===== src/rtl/dispense_inventory.sv =====
// Per-slot inventory keeper and four-phase dispense sequencer with service restock.
// Optional vend statistics counter enabled by defining DISPENSE_INVENTORY_STATS_EN.
module dispense_inventory #(
   parameter int NUM_ITEMS       = 8,
   parameter int CNT_W           = 4,
   parameter int INIT_COUNT      = 10,
   parameter int DISPENSE_CYCLES = 4
) (
   input  logic                 clk,
   input  logic                 rst,
   input  logic                 reduceInventory,
   input  logic [3:0]           curIndex,
   input  logic                 restock,
   input  logic [3:0]           restockIndex,
   input  logic [CNT_W-1:0]     restockQty,
   output logic                 reduceInventoryDone,
   output logic                 dispense,
   output logic [3:0]           dispenseIndex,
   output logic                 dispenseErr,
   output logic                 restockAck,
   output logic [NUM_ITEMS-1:0] soldOut,
   output logic [15:0]          totalVends
);

   localparam int CYC_W = (DISPENSE_CYCLES < 2) ? 1 : $clog2(DISPENSE_CYCLES + 1);
   localparam logic [CNT_W-1:0] INIT_CNT = CNT_W'(INIT_COUNT);
   localparam logic [4:0]       NUM_LIM  = 5'(NUM_ITEMS);

   typedef enum logic [1:0] {
      S_IDLE,
      S_CHECK,
      S_DISPENSE,
      S_DONE
   } state_t;

   state_t                          state_q, state_d;
   logic [3:0]                      idx_q, idx_d;
   logic [CYC_W-1:0]                cyc_q, cyc_d;
   logic [NUM_ITEMS-1:0][CNT_W-1:0] cnt_q, cnt_d;
   logic                            done_q, done_d;
   logic                            disp_q, disp_d;
   logic [3:0]                      disp_idx_q, disp_idx_d;
   logic                            err_q, err_d;
   logic                            ack_q, ack_d;
   logic [NUM_ITEMS-1:0]            sold_q, sold_d;

   logic [CNT_W-1:0]                sel_cnt;
   logic                            idx_ok;
   logic                            rs_ok;

   function automatic logic [CNT_W-1:0] sat_add(input logic [CNT_W-1:0] a,
                                                input logic [CNT_W-1:0] b);
      logic [CNT_W:0] s;
      s = {1'b0, a} + {1'b0, b};
      return s[CNT_W] ? '1 : s[CNT_W-1:0];
   endfunction

   assign idx_ok = ({1'b0, idx_q} < NUM_LIM);
   assign rs_ok  = ({1'b0, restockIndex} < NUM_LIM);

   // Mux by comparison so a 4-bit index never addresses past the slot array.
   always_comb begin
      sel_cnt = '0;
      for (int unsigned i = 0; i < NUM_ITEMS; i++) begin
         if (idx_q == 4'(i)) sel_cnt = cnt_q[i];
      end
   end

   always_comb begin
      state_d = state_q;
      idx_d   = idx_q;
      cyc_d   = cyc_q;
      cnt_d   = cnt_q;
      err_d   = 1'b0;
      ack_d   = 1'b0;

      unique case (state_q)
         S_IDLE: begin
            if (reduceInventory) begin
               idx_d   = curIndex;
               state_d = S_CHECK;
            end else if (restock && rs_ok) begin
               for (int unsigned i = 0; i < NUM_ITEMS; i++) begin
                  if (restockIndex == 4'(i)) cnt_d[i] = sat_add(cnt_q[i], restockQty);
               end
               ack_d = 1'b1;
            end
         end
         S_CHECK: begin
            if (!idx_ok || sel_cnt == '0) begin
               err_d   = 1'b1;
               state_d = S_DONE;
            end else begin
               for (int unsigned i = 0; i < NUM_ITEMS; i++) begin
                  if (idx_q == 4'(i)) cnt_d[i] = cnt_q[i] - CNT_W'(1);
               end
               cyc_d   = CYC_W'(DISPENSE_CYCLES);
               state_d = S_DISPENSE;
            end
         end
         S_DISPENSE: begin
            if (cyc_q <= CYC_W'(1)) begin
               state_d = S_DONE;
            end else begin
               cyc_d = cyc_q - CYC_W'(1);
            end
         end
         S_DONE: begin
            if (!reduceInventory) state_d = S_IDLE;
         end
         default: state_d = S_IDLE;
      endcase

      done_d     = (state_d == S_DONE);
      disp_d     = (state_d == S_DISPENSE);
      disp_idx_d = (state_d == S_DISPENSE) ? idx_d : '0;

      // Flags follow the registered counts, so they trail a count change by one cycle.
      for (int unsigned i = 0; i < NUM_ITEMS; i++) begin
         sold_d[i] = (cnt_q[i] == '0);
      end
   end

   always_ff @(posedge clk or negedge rst) begin
      if (!rst) begin
         state_q    <= S_IDLE;
         idx_q      <= '0;
         cyc_q      <= '0;
         cnt_q      <= {NUM_ITEMS{INIT_CNT}};
         done_q     <= 1'b0;
         disp_q     <= 1'b0;
         disp_idx_q <= '0;
         err_q      <= 1'b0;
         ack_q      <= 1'b0;
         sold_q     <= (INIT_COUNT == 0) ? '1 : '0;
      end else begin
         state_q    <= state_d;
         idx_q      <= idx_d;
         cyc_q      <= cyc_d;
         cnt_q      <= cnt_d;
         done_q     <= done_d;
         disp_q     <= disp_d;
         disp_idx_q <= disp_idx_d;
         err_q      <= err_d;
         ack_q      <= ack_d;
         sold_q     <= sold_d;
      end
   end

   assign reduceInventoryDone = done_q;
   assign dispense            = disp_q;
   assign dispenseIndex       = disp_idx_q;
   assign dispenseErr         = err_q;
   assign restockAck          = ack_q;
   assign soldOut             = sold_q;

`ifdef DISPENSE_INVENTORY_STATS_EN
   logic [15:0] vends_q;

   always_ff @(posedge clk or negedge rst) begin
      if (!rst) begin
         vends_q <= '0;
      end else if (state_q == S_CHECK && state_d == S_DISPENSE) begin
         vends_q <= vends_q + 16'd1;
      end
   end

   assign totalVends = vends_q;
`else
   assign totalVends = '0;
`endif

endmodule


===== config.mk =====
export PLATFORM = sky130hd
export DESIGN_NAME = dispense_inventory
export DESIGN_NICKNAME = d
export VERILOG_FILES = /design/src/rtl/dispense_inventory.sv
export SDC_FILE = /design/constraint.sdc
export NUM_CORES = 1
export LEC_CHECK = 0
export ABC_AREA = 0
export CAP_MARGIN = 20
export CORE_UTILIZATION = 54
export DETAILED_ROUTE_END_ITERATION = 6
export HOLD_SLACK_MARGIN = 0.1
export PLACE_DENSITY = 0.83
export SYNTH_ARGS = -nofsm -noshare
export SYNTH_HDL_FRONTEND = slang
export SYNTH_SLANG_ARGS = --single-unit

===== constraint.sdc =====
create_clock -name clk -period 4.8 [get_ports clk]
set_input_delay 0.48 -clock clk [delete_from_list [all_inputs] [get_ports clk]]
set_output_delay 0.48 -clock clk [all_outputs]
set_load 0.005 [all_outputs]

==> results by group <==
GRT
  • GRT Util Overall: 26.63%
  • Total gr overflow: 0
  • First-pass GRT wire length: roughly 18000 microns
  • Initial antenna violation count: 0
  • Largest net degree at the start of global routing: between 50 and 60
  • Vias in the first global route: ~3.7k

Power
  • Pint: 1.610 mW
  • Sequential power share: 32.4%
  • Sw frac: 44.42%
  • Power share of the clock group: 15.7%
  • Leakage: 2.168 nW
  • Switch Pwr: about 1.3 mW
  • Comb pwr share: 51.9%
  • VDD IR max: 0.0002932 V
  • Cell Pwr Density: 585.0 nW/um^2
  • Total power: 2.897 mW

Clock network
  • # hold bufs at CTS: 0
  • Post-CTS Setup Bufs: 0
  • CTS tree: built
  • Post-cts resize count: 0
  • Latest clock arrival within the worst-skew pair: 0.34 ns
  • Clk root buf: clkbuf_8
  • Clk buf depth: 2
  • H-tree depth: 3
  • TritonCTS buffer count: 9
  • Clk slew on worst S/H paths: around 0.070 ns
  • Total clock sinks: 57

STA
  • Hold WS: approximately 0.28 ns
  • Post-route clock period utilization: roughly three fifths
  • Hold Fails Final Rpt: 0
  • Relative max-transition margin: between 40% and 50%
  • Post-Route Setup TNS: 0 ns
  • Clock Skew: 0.003650 ns
  • Setup violations, final: 0
  • RSZ-0062 raised after global routing: no
  • Count of pins over their slew limit: 0
  • Minimum clock period: 2.912 ns
  • Fmax: 343.4 MHz
  • Slew @ Worst Pin: approximately 0.75 ns
  • Final WS setup: 1.888 ns

Route
  • Routed via count: 3836
  • Initial DRC Count: 300
  • First drt pass iteration count: 6
  • DRC Markers: 0
  • Detail Route Antenna Nets: 0
  • Wirelength per Cell: 16.93 microns
  • Total wire length: 10650 microns
  • Vias per cell: 6.099

Placement
  • Placed Cells incl. Taps: slightly above 600
  • Final Wtd Congestion: around 0.9
  • Port Buffers: 31
  • Cell Area, Placed: 4757 sq um
  • Setup WS pre-CTS: 1.546 ns
  • HPWL after DPL: 7826 microns

Critical path
  • Critical Path End Type: flip-flop
  • Critical R2R Launch: state_q[0]
  • Reg2reg path depth: 6
  • Reg2Reg Setup Slack: 2.04 ns
  • R2r endpoint: cnt_q[10]
  • Critical Path RT: 5.03 ns
  • CP Max Fanout: 9
  • Setup crit start kind: input port
  • CP Class: in -> reg
  • Crit path DAT: 3.14 ns

Synth
  • Synth unique cells: 66
  • Register area share after synthesis: 32.44%
  • Mapped Cells: 496
  • Synth warn: 0
  • Ys async rst share: 100.0%
  • Cell Area, Synth: 4459 sq um
  • Top_reg_cell synth: dfrtp_1
  • EDFF count, synth: 0
  • Mean Syn Cell Area: 8.990 sq um
  • Flops & latches, synth: 57

Cells and area
  • Synth-to-layout area growth: 11.05%
  • Fill cells: approximately 660
  • Post-route cell area: 4952 sq um
  • Nets: 588
  • Register Area: 1446 sq um
  • Layout cells sized above 1: 11.20%
  • Multi-input logic area: 2705 sq um
  • Non-filler cells, final: approximately 630
  • Ant. Diodes: 0
  • Fin util: 63.11%
  • Most frequent cells in the layout: 42 x inv_1, 42 x ha_1, 41 x dfrtp_1

Die
  • Core ar.: 7848 sq um
  • I/O Pins: 48
  • Die H: 92.88 microns
  • Die area: between 8000 and 9000 sq um
  • Starting Density: approximately 57%
  • Number of core rows: 32
  • Die X: 92.88 microns

Flow run
  • Max_cap viols: 0

Worst hold path
  • Hold WC Path Type: in -> async

Run status
  • Outcome: completed
[final cells by class]
class | count | share of cell area, %
clock buffers | 10 | 2.779
clock inverters | 6 | 1.162
inverters | 42 | 3.183
multi-input cells | 379 | 54.62
flip-flops and latches | 57 | 29.21
well taps | 102 | 2.577
repair buffers | 33 | 6.468
[worst max-delay path by stage]
stage,startpoint,endpoint,cells after the start
after global routing,restockQty[1],cnt_q[25],9
after detailed placement,restockQty[1],cnt_q[19],8
final,restockQty[1],cnt_q[14],9
after CTS,restockQty[1],cnt_q[14],9
after floorplan,restockQty[1],cnt_q[25],8
after global placement,restockQty[1],cnt_q[25],9
[state kept, by name, indices dropped and copies added, names as in the netlist]
name	count
cnt_q	32
cyc_q	3
dispense	1
dispenseErr	1
dispenseIndex	4
idx_q	4
reduceInventoryDone	1
restockAck	1
soldOut	8
state_q	2
[synthesized netlist by cell type, types with 9 or more instances]
library cell   n  area share, %
nor3_1         9            1.0
nor2b_1       17            2.4
inv_1         42            3.5
nor4_1        11            1.5
ha_1          42             12
nor2_1        34            2.9
nand3_1       11            1.2
a21oi_1       26            2.9
nand2_1       29            2.4
buf_4         18            3.0
a31oi_1       20            2.8
o21ai_0       37            4.2
dfstp_2       16            9.4
dfrtp_1       41             23
[power groups by stage]
stage / Combinational, mW / Clock (mW) / Sequential (mW)
global route: 1.70 / 0.481 / 0.975
detailed placement: 1.48 / 0 / 0.940
finish: 1.50 / 0.454 / 0.939
global placement: 1.42 / 0 / 0.930
CTS: 1.49 / 0.457 / 0.932
floorplan: 1.19 / 0 / 0.837
[cell families after synthesis]
logic type,count (synthesis),share of synthesized area (%)
buffers and inverters,75,8.221
AND/OR/NAND/NOR,153,18.55
XOR/XNOR,7,1.375
other,1,0.08409
flip-flops,57,32.44
AO/OA/AOI/OAI,139,20.54
adder cells (fa/ha/maj),50,15.38
multiplexers,14,3.423
[worst max-delay path: stages]
cell             delay, ns
clkdlybuf4s50_1       0.69
inv_1                 0.69
fa_1                  0.36
nor2b_1               0.07
o21ai_0               0.28
nand3_1               0.18
nand3b_1              0.13
nand2_1               0.06
a31o_2                0.21
[layer usage]
metal	vias up	track usage [%]	routed length, microns	part of all wire, %
li1	1822	-	-	-
met4	0	12.31	324	3.0
met3	35	4.105	745	7.0
met5	-	0	0	0
met1	1833	35.56	4555	43
met2	146	42.34	5024	47
No activity file was read; power rests on OpenSTA's default activity.
